**config.mk**
```make
export PLATFORM = sky130hd
export DESIGN_NAME = edge_pulse_gen_flat
export DESIGN_NICKNAME = d
export VERILOG_FILES = /design/src/rtl/edge_pulse_gen_pkg.sv /design/src/rtl/edge_pulse_gen_if.sv /design/src/rtl/edge_gen_cnt.sv /design/src/rtl/edge_pulse_gen.sv /design/src/flat_wrapper.sv
export SDC_FILE = /design/constraint.sdc
export NUM_CORES = 1
export LEC_CHECK = 0
export ABC_CLOCK_PERIOD_IN_PS = 2200
export CORE_MARGIN = 2
export CORE_UTILIZATION = 50
export CTS_CLUSTER_DIAMETER = 200
export DETAILED_ROUTE_END_ITERATION = 12
export GPL_ROUTABILITY_DRIVEN = 1
export PLACE_DENSITY = 0.87
export SLEW_MARGIN = 10
export SYNTH_ARGS = -nofsm -noshare
export SYNTH_HDL_FRONTEND = slang
export SYNTH_SLANG_ARGS = --single-unit
```
**constraint.sdc**
```tcl
create_clock -name clk -period 2.2 [get_ports clk]
set_clock_uncertainty 0.1 [all_clocks]
set_input_delay 0.44 -clock clk [delete_from_list [all_inputs] [get_ports clk]]
set_output_delay 0.44 -clock clk [all_outputs]
set_load 0.01 [all_outputs]
```
**src/rtl/edge_pulse_gen_pkg.sv**
```systemverilog
// Purpose    : shared types and defaults for the edge pulse generator.
// Latency    : n/a (declarations only).
// Backpressure: n/a; the generator has no backpressure, start is dropped while busy.
// Contents   : state_t FSM encoding, CNT_W_DEFAULT counter/field width.
package edge_pulse_gen_pkg;

   localparam int CNT_W_DEFAULT = 8;

   typedef enum logic [1:0] {
      IDLE = 2'd0,
      HIGH = 2'd1,
      LOW  = 2'd2,
      FIN  = 2'd3
   } state_t;

endpackage

```
**src/rtl/edge_pulse_gen_if.sv**
```systemverilog
// Purpose    : command/config and waveform signals between a requester and edge_pulse_gen.
// Latency    : n/a (wires only).
// Backpressure: none; start is only honoured while busy=0.
// Ports      : master drives start/high_len/low_len/num_pulses (and abort when
//              EDGE_PULSE_GEN_ABORT_EN is defined) and receives dout/busy/done;
//              slave is the generator side.
interface edge_pulse_gen_if
   import edge_pulse_gen_pkg::*;
#(
   parameter int CNT_W = CNT_W_DEFAULT
) ();

   logic             start;
   logic [CNT_W-1:0] high_len;
   logic [CNT_W-1:0] low_len;
   logic [CNT_W-1:0] num_pulses;
`ifdef EDGE_PULSE_GEN_ABORT_EN
   logic             abort;
`endif
   logic             dout;
   logic             busy;
   logic             done;

`ifdef EDGE_PULSE_GEN_ABORT_EN
   modport master (
      output start, high_len, low_len, num_pulses, abort,
      input  dout, busy, done
   );
   modport slave (
      input  start, high_len, low_len, num_pulses, abort,
      output dout, busy, done
   );
`else
   modport master (
      output start, high_len, low_len, num_pulses,
      input  dout, busy, done
   );
   modport slave (
      input  start, high_len, low_len, num_pulses,
      output dout, busy, done
   );
`endif

endinterface

```
**src/rtl/edge_gen_cnt.sv**
```systemverilog
// Purpose    : loadable down-counter with zero flag; times phases and counts pulses.
// Latency    : load/decrement visible 1 cycle after the edge; zero is decoded from the register.
// Backpressure: none; en at zero holds the count (no wrap-around).
// Ports      : clk, rst (sync, active-high), load + load_val, en, zero.
module edge_gen_cnt #(
   parameter int CNT_W = 8
) (
   input  logic             clk,
   input  logic             rst,
   input  logic             load,
   input  logic [CNT_W-1:0] load_val,
   input  logic             en,
   output logic             zero
);

   localparam logic [CNT_W-1:0] ONE = CNT_W'(1);

   logic [CNT_W-1:0] cnt_q;

   // load has priority so a phase can be reloaded in the cycle the previous one ends
   always_ff @(posedge clk) begin
      if (rst) begin
         cnt_q <= '0;
      end else if (load) begin
         cnt_q <= load_val;
      end else if (en && (cnt_q != '0)) begin
         cnt_q <= cnt_q - ONE;
      end
   end

   assign zero = (cnt_q == '0);

endmodule

```
**src/rtl/edge_pulse_gen.sv**
```systemverilog
// Purpose    : on a one-cycle start, emits num_pulses high pulses of high_len cycles separated by low_len-cycle gaps on dout.
// Latency    : dout/busy rise 1 cycle after start; done is a 1-cycle strobe on the first 0 cycle after the last pulse.
// Backpressure: none; start while busy (or during the done cycle) is dropped, not queued.
// Ports      : clk, rst (sync, active-high), bus (edge_pulse_gen_if.slave: start, high_len,
//              low_len, num_pulses, dout, busy, done). Defining EDGE_PULSE_GEN_ABORT_EN adds
//              bus.abort, which returns any running train to IDLE without a done strobe.
module edge_pulse_gen
   import edge_pulse_gen_pkg::*;
#(
   parameter int CNT_W = CNT_W_DEFAULT
) (
   input  logic            clk,
   input  logic            rst,
   edge_pulse_gen_if.slave bus
);

   localparam logic [CNT_W-1:0] ONE = CNT_W'(1);

   // lengths of 0 behave as 1; counters hold "cycles remaining minus one"
   function automatic logic [CNT_W-1:0] len_m1(input logic [CNT_W-1:0] len);
      return (len == '0) ? '0 : (len - ONE);
   endfunction

   state_t           state_q, state_d;
   logic             dout_q, dout_d;
   logic             busy_q, busy_d;
   logic             done_q, done_d;
   // set when an empty train (num_pulses=0) enters FIN: that first FIN cycle shows
   // busy=1, the second one carries done
   logic             hold_q, hold_d;

   logic [CNT_W-1:0] hi_m1_q;
   logic [CNT_W-1:0] lo_m1_q;
   logic             cfg_ld;

   logic             ph_ld, ph_en, ph_zero;
   logic [CNT_W-1:0] ph_val;
   logic             pc_ld, pc_en, pc_zero;
   logic [CNT_W-1:0] pc_val;

   edge_gen_cnt #(.CNT_W(CNT_W)) u_phase_cnt (
      .clk      (clk),
      .rst      (rst),
      .load     (ph_ld),
      .load_val (ph_val),
      .en       (ph_en),
      .zero     (ph_zero)
   );

   // holds pulses remaining after the current one
   edge_gen_cnt #(.CNT_W(CNT_W)) u_pulse_cnt (
      .clk      (clk),
      .rst      (rst),
      .load     (pc_ld),
      .load_val (pc_val),
      .en       (pc_en),
      .zero     (pc_zero)
   );

   always_ff @(posedge clk) begin
      if (rst) begin
         hi_m1_q <= '0;
         lo_m1_q <= '0;
      end else if (cfg_ld) begin
         hi_m1_q <= len_m1(bus.high_len);
         lo_m1_q <= len_m1(bus.low_len);
      end
   end

   always_ff @(posedge clk) begin
      if (rst) begin
         state_q <= IDLE;
         dout_q  <= 1'b0;
         busy_q  <= 1'b0;
         done_q  <= 1'b0;
         hold_q  <= 1'b0;
      end else begin
         state_q <= state_d;
         dout_q  <= dout_d;
         busy_q  <= busy_d;
         done_q  <= done_d;
         hold_q  <= hold_d;
      end
   end

   // Outputs are computed for the state being entered and registered with it,
   // so dout/busy/done always describe the cycle the FSM is in.
   always_comb begin
      state_d = state_q;
      dout_d  = 1'b0;
      busy_d  = 1'b0;
      done_d  = 1'b0;
      hold_d  = 1'b0;
      cfg_ld  = 1'b0;
      ph_ld   = 1'b0;
      ph_en   = 1'b0;
      ph_val  = hi_m1_q;
      pc_ld   = 1'b0;
      pc_en   = 1'b0;
      pc_val  = '0;

      case (state_q)
         IDLE: begin
            if (bus.start) begin
               if (bus.num_pulses != '0) begin
                  state_d = HIGH;
                  dout_d  = 1'b1;
                  busy_d  = 1'b1;
                  cfg_ld  = 1'b1;
                  ph_ld   = 1'b1;
                  ph_val  = len_m1(bus.high_len);
                  pc_ld   = 1'b1;
                  pc_val  = bus.num_pulses - ONE;
               end else begin
                  state_d = FIN;
                  busy_d  = 1'b1;
                  hold_d  = 1'b1;
               end
            end
         end

         HIGH: begin
            if (!ph_zero) begin
               dout_d = 1'b1;
               busy_d = 1'b1;
               ph_en  = 1'b1;
            end else if (pc_zero) begin
               // last pulse: no trailing gap, done lands on the first low cycle
               state_d = FIN;
               done_d  = 1'b1;
            end else begin
               state_d = LOW;
               busy_d  = 1'b1;
               ph_ld   = 1'b1;
               ph_val  = lo_m1_q;
               pc_en   = 1'b1;
            end
         end

         LOW: begin
            if (!ph_zero) begin
               busy_d = 1'b1;
               ph_en  = 1'b1;
            end else begin
               state_d = HIGH;
               dout_d  = 1'b1;
               busy_d  = 1'b1;
               ph_ld   = 1'b1;
               ph_val  = hi_m1_q;
            end
         end

         FIN: begin
            if (hold_q) begin
               done_d = 1'b1;
            end else begin
               state_d = IDLE;
            end
         end

         default: begin
            state_d = IDLE;
         end
      endcase

`ifdef EDGE_PULSE_GEN_ABORT_EN
      // abort is ignored in IDLE, which lets a simultaneous start win
      if ((state_q != IDLE) && bus.abort) begin
         state_d = IDLE;
         dout_d  = 1'b0;
         busy_d  = 1'b0;
         done_d  = 1'b0;
         hold_d  = 1'b0;
         cfg_ld  = 1'b0;
         ph_ld   = 1'b0;
         ph_en   = 1'b0;
         pc_ld   = 1'b0;
         pc_en   = 1'b0;
      end
`endif
   end

   assign bus.dout = dout_q;
   assign bus.busy = busy_q;
   assign bus.done = done_q;

endmodule

```
**src/flat_wrapper.sv**
```systemverilog
// flat-port wrapper written by rule: the top's interface ports become plain ports
module edge_pulse_gen_flat import edge_pulse_gen_pkg::*;
#(
   parameter int CNT_W = CNT_W_DEFAULT
)
  (clk, rst, bus_start, bus_high_len, bus_low_len, bus_num_pulses, bus_dout, bus_busy, bus_done);
  edge_pulse_gen_if #(.CNT_W(CNT_W)) bus_i ();
  input  logic clk;
  input  logic rst;
  input wire logic [$bits(bus_i.start)-1:0] bus_start;
  input wire logic [$bits(bus_i.high_len)-1:0] bus_high_len;
  input wire logic [$bits(bus_i.low_len)-1:0] bus_low_len;
  input wire logic [$bits(bus_i.num_pulses)-1:0] bus_num_pulses;
  output wire logic [$bits(bus_i.dout)-1:0] bus_dout;
  output wire logic [$bits(bus_i.busy)-1:0] bus_busy;
  output wire logic [$bits(bus_i.done)-1:0] bus_done;
  assign bus_i.start = bus_start;
  assign bus_i.high_len = bus_high_len;
  assign bus_i.low_len = bus_low_len;
  assign bus_i.num_pulses = bus_num_pulses;
  assign bus_dout = bus_i.dout;
  assign bus_busy = bus_i.busy;
  assign bus_done = bus_i.done;
  edge_pulse_gen #(.CNT_W(CNT_W)) u_core (.clk(clk), .rst(rst), .bus(bus_i));
endmodule
```
==> reports/metrics.cfg <==
[status]
run_status = complete, but fails checks
violations = setup timing

[run]
cap_violations = 0

[power_and_ir_drop]
worst_ir_drop_vdd_uv = 647
leakagePower_nw = 1.40
p_switching_mw = 1.75
p_sw_share_pct = 42.0
p_per_area_mw_per_mm2 = 1150
p_clk_share_pct = 14.6
seq_power_share_pct = 25.4
internal-power_mw = 2.41
power.share.combinational_pct = 60.1

[clocking]
cts_tree = built
cts.clk_slew.worst_paths_ns = 0.08
cts_buffer_depth = 2
cts_root_buf = clkbuf_8
cts_inserted_buffers = 5
insertion_delay_ns = 0.30
htreeDepth = 2
cts_hold_buf = 0
cts_sinks = 38

[layout]
drive_gt1_share_pct = 34.3
final_util_pct = 76.5
synthToLayoutAreaGrowth_pct = 48.5
final_nets = 420
diodes = 0
fin_cells = 449
fillers = 278

[grt]
grt_max_degree = 39
antenna_found_initial = 0
first_global_vias = 2574
grt_util_all_layers_pct = 29.0
grt_pass1_wl_um = 12100
grt-ovfl-total = 0

[timing]
fin_ws_ns = -0.215
drv_slew = 0
finalSetupViolations = 10
fin_crit_sh_pct = 110
relSlewSlack_pct = 68.3
fmax_ghz = 0.414
finalCriticalPeriod_ns = 2.41
tightest_slew_ns = 0.471
grt_setup_unrepaired = yes
report.final.hold_viol_count = 0
fin_hold_ws_ns = 0.369

[worst_setup_path]
slowest_stage = clkdlybuf4s50_1
cp-start-kind = input pin
critical_path_class = input pin to flop
crit_buf_inv = 3
cp_slowest_stage_delay_ns = 0.47
path_max_fanout = 5
crit_top_cell = a221oi_2
end_kind = flop
cp.required_ns = 2.26
arrival_ns = 2.48
cp_top_family = compound AO/OA/AOI/OAI gates
path_cells = clkdlybuf4s50_1 -> inv_1 -> ha_1 -> nor3b_2 -> buf_4 -> a211oi_4 -> nor3_2 -> a221oi_2 -> a221oi_2

[placed_design]
dp.cells = 431
place_ws_ns = -0.429
place.port_buffers = 29
gp_congestion = 0.901
dp.final_hpwl_um = 5010

[yosys]
synth-edff-count = 0
synth_cell_types = 51
synth.most_common_cell = dfxtp_1
synth_seq_cells = 38
ys_seq_area_share_pct = 31.3
synth_common_cells = dfxtp_1 (38), nor2_1 (37), nand2_1 (21), inv_1 (16), a22oi_1 (15)
syn_avg_cell_area_um2 = 8.28
yosysTopAreaCellShare_pct = 31.3
netlist_top_cells_area = dfxtp_1 (31%), ha_1 (6.2%), nor2_1 (5.7%), a22oi_1 (4.6%), xnor2_1 (4.3%)
synth_compound_area_share_pct = 22.4
synth-xor-area-share_pct = 8.64
synthArstFlopShare_pct = 0
ys.flop_type = dfxtp_1
synth_top_family_by_area = simple AND/OR/NAND/NOR gates
synth_warnings = 0
syn_nets = 333
synth_top_area_cell = dfxtp_1
synth_area_mm2 = 0.00243
syn_inst = 294
synth_adder_area_share_pct = 6.17
synth_mux_area_share_pct = 1.34
yosys.area_share.simple_pct = 25.0

[floorplan]
floorplan.initialDensity_pct = 51.5
die_y_um = 73.8
core_area_mm2 = 0.00472
die_x_um = 73.8
ios = 30
rows = 25
die_area_mm2 = 0.00544

[drt]
drt_iter0_markers = 329
dr.pass1.iters = 5
wl_per_cell_um = 18.8
num_vias = 2773
routed_wl_um = 8420
routed_via_density = 6.18
ant_nets = 0
drc = 0

[worst_hold_path]
min_path_type = flop to flop

==> cell type report <==
type | instances | area (µm²) | area share, %
Multi-Input combinational cell | 228 | 1790 | 49.6
Timing Repair Buffer | 92 | 798 | 22.1
Sequential cell | 38 | 766 | 21.2
Tap cell | 67 | 83.8 | 2.32
Clock buffer | 5 | 68.8 | 1.90
Inverter | 16 | 60.1 | 1.66
Clock inverter | 3 | 45.0 | 1.25
==> stage by stage <==
step	setup TNS (ns)	power, mW	area, µm²
global placement	-6.50	2.86	3170
global route	-1.99	4.36	3610
CTS	-0.213	3.78	3440
finish	-0.718	4.16	3610
detailed placement	-8.21	2.95	3170
floorplan	0	2.25	2450
==> power by group through the flow <==
| stage | combinational, mW | clock [mW] | sequential [mW] |
|---|---|---|---|
| floorplan | 1.23 | 0 | 1.01 |
| finish | 2.50 | 0.607 | 1.06 |
| detailed placement | 1.92 | 0 | 1.03 |
| global route | 2.65 | 0.633 | 1.07 |
| global placement | 1.85 | 0 | 1.01 |
| CTS | 2.14 | 0.604 | 1.03 |
==> cells in the final DEF (no fill, tap or decap), drive strengths merged, types with 2 or more instances in the layout <==
master         Yosys  routed
o21ai             12      12
nor2              41      41
nand2             21      21
ha                12      12
nor3              12      12
or4                3       3
a31oi              2       2
and3               3       3
a311oi             8       8
or2                2       2
clkinvlp           0       2
clkdlybuf4s50      0      29
xor2              12      12
nand4              2       2
a21oi             12      12
a22oi             15      15
inv               16      16
mux2               2       2
nand3              4       4
clkbuf             7       5
a21o               3       3
nor3b              6       6
nor4               7       7
o31a               2       2
or3                2       3
a211oi            13      13
xnor2             12      12
or3b               2       2
nand2b             4       4
a221oi             3       3
buf                6      63
dfxtp             38      38
==> flip-flops by register name, summed over array words and instances (netlist names) <==
register                  flops
u_core.state_q                2
u_core.lo_m1_q                8
u_core.u_pulse_cnt.cnt_q      8
u_core.u_phase_cnt.cnt_q      8
u_core.hold_q                 1
u_core.bus.busy               1
u_core.hi_m1_q                8
u_core.bus.dout               1
u_core.bus.done               1
==> repair_timing <==
action	CTS	global route
endpoints found under the setup margin	15	27
setup buffers	4	5
gates resized for setup	31	30
gates cloned	1	0
pin swaps	13	23
==> logic make-up after synthesis <==
group,after synthesis
buffers and inverters,29
DFF,38
adders and majority gates,12
AOI/OAI and AO/OA,74
and+or+nand+nor,114
muxes,3
xor gates and xnor gates,24
==> metal layers <==
layer	share of wire [%]	routed length (µm)	up-vias	track usage, %
met3	6.3	534	34	5.21
met1	38	3170	1334	34.7
met5	0	0	-	0
li1	-	-	1242	-
met4	4.3	365	0	10.9
met2	52	4360	163	51.4
==> final timing paths <==
path,slack (ns),depth (start not counted),to,from
setup reg to reg,-0.18,6,u_core.u_phase_cnt.cnt_q[2],u_core.u_phase_cnt.cnt_q[4]
hold reg to reg,0.37,2,u_core.lo_m1_q[0],u_core.lo_m1_q[0]
hold / removal,0.37,2,u_core.lo_m1_q[0],u_core.lo_m1_q[0]
setup / recovery,-0.21,9,u_core.u_phase_cnt.cnt_q[2],bus_num_pulses[0]
==> tightest hold or removal path: cells and delay by family, from the launching register on <==
family | cells | cell delay [ns]
flip-flops | 1 | 0.32
AO/OA/AOI/OAI | 1 | 0.05
AND/OR/NAND/NOR | 1 | 0.05
(Power assumes the default switching activity.)
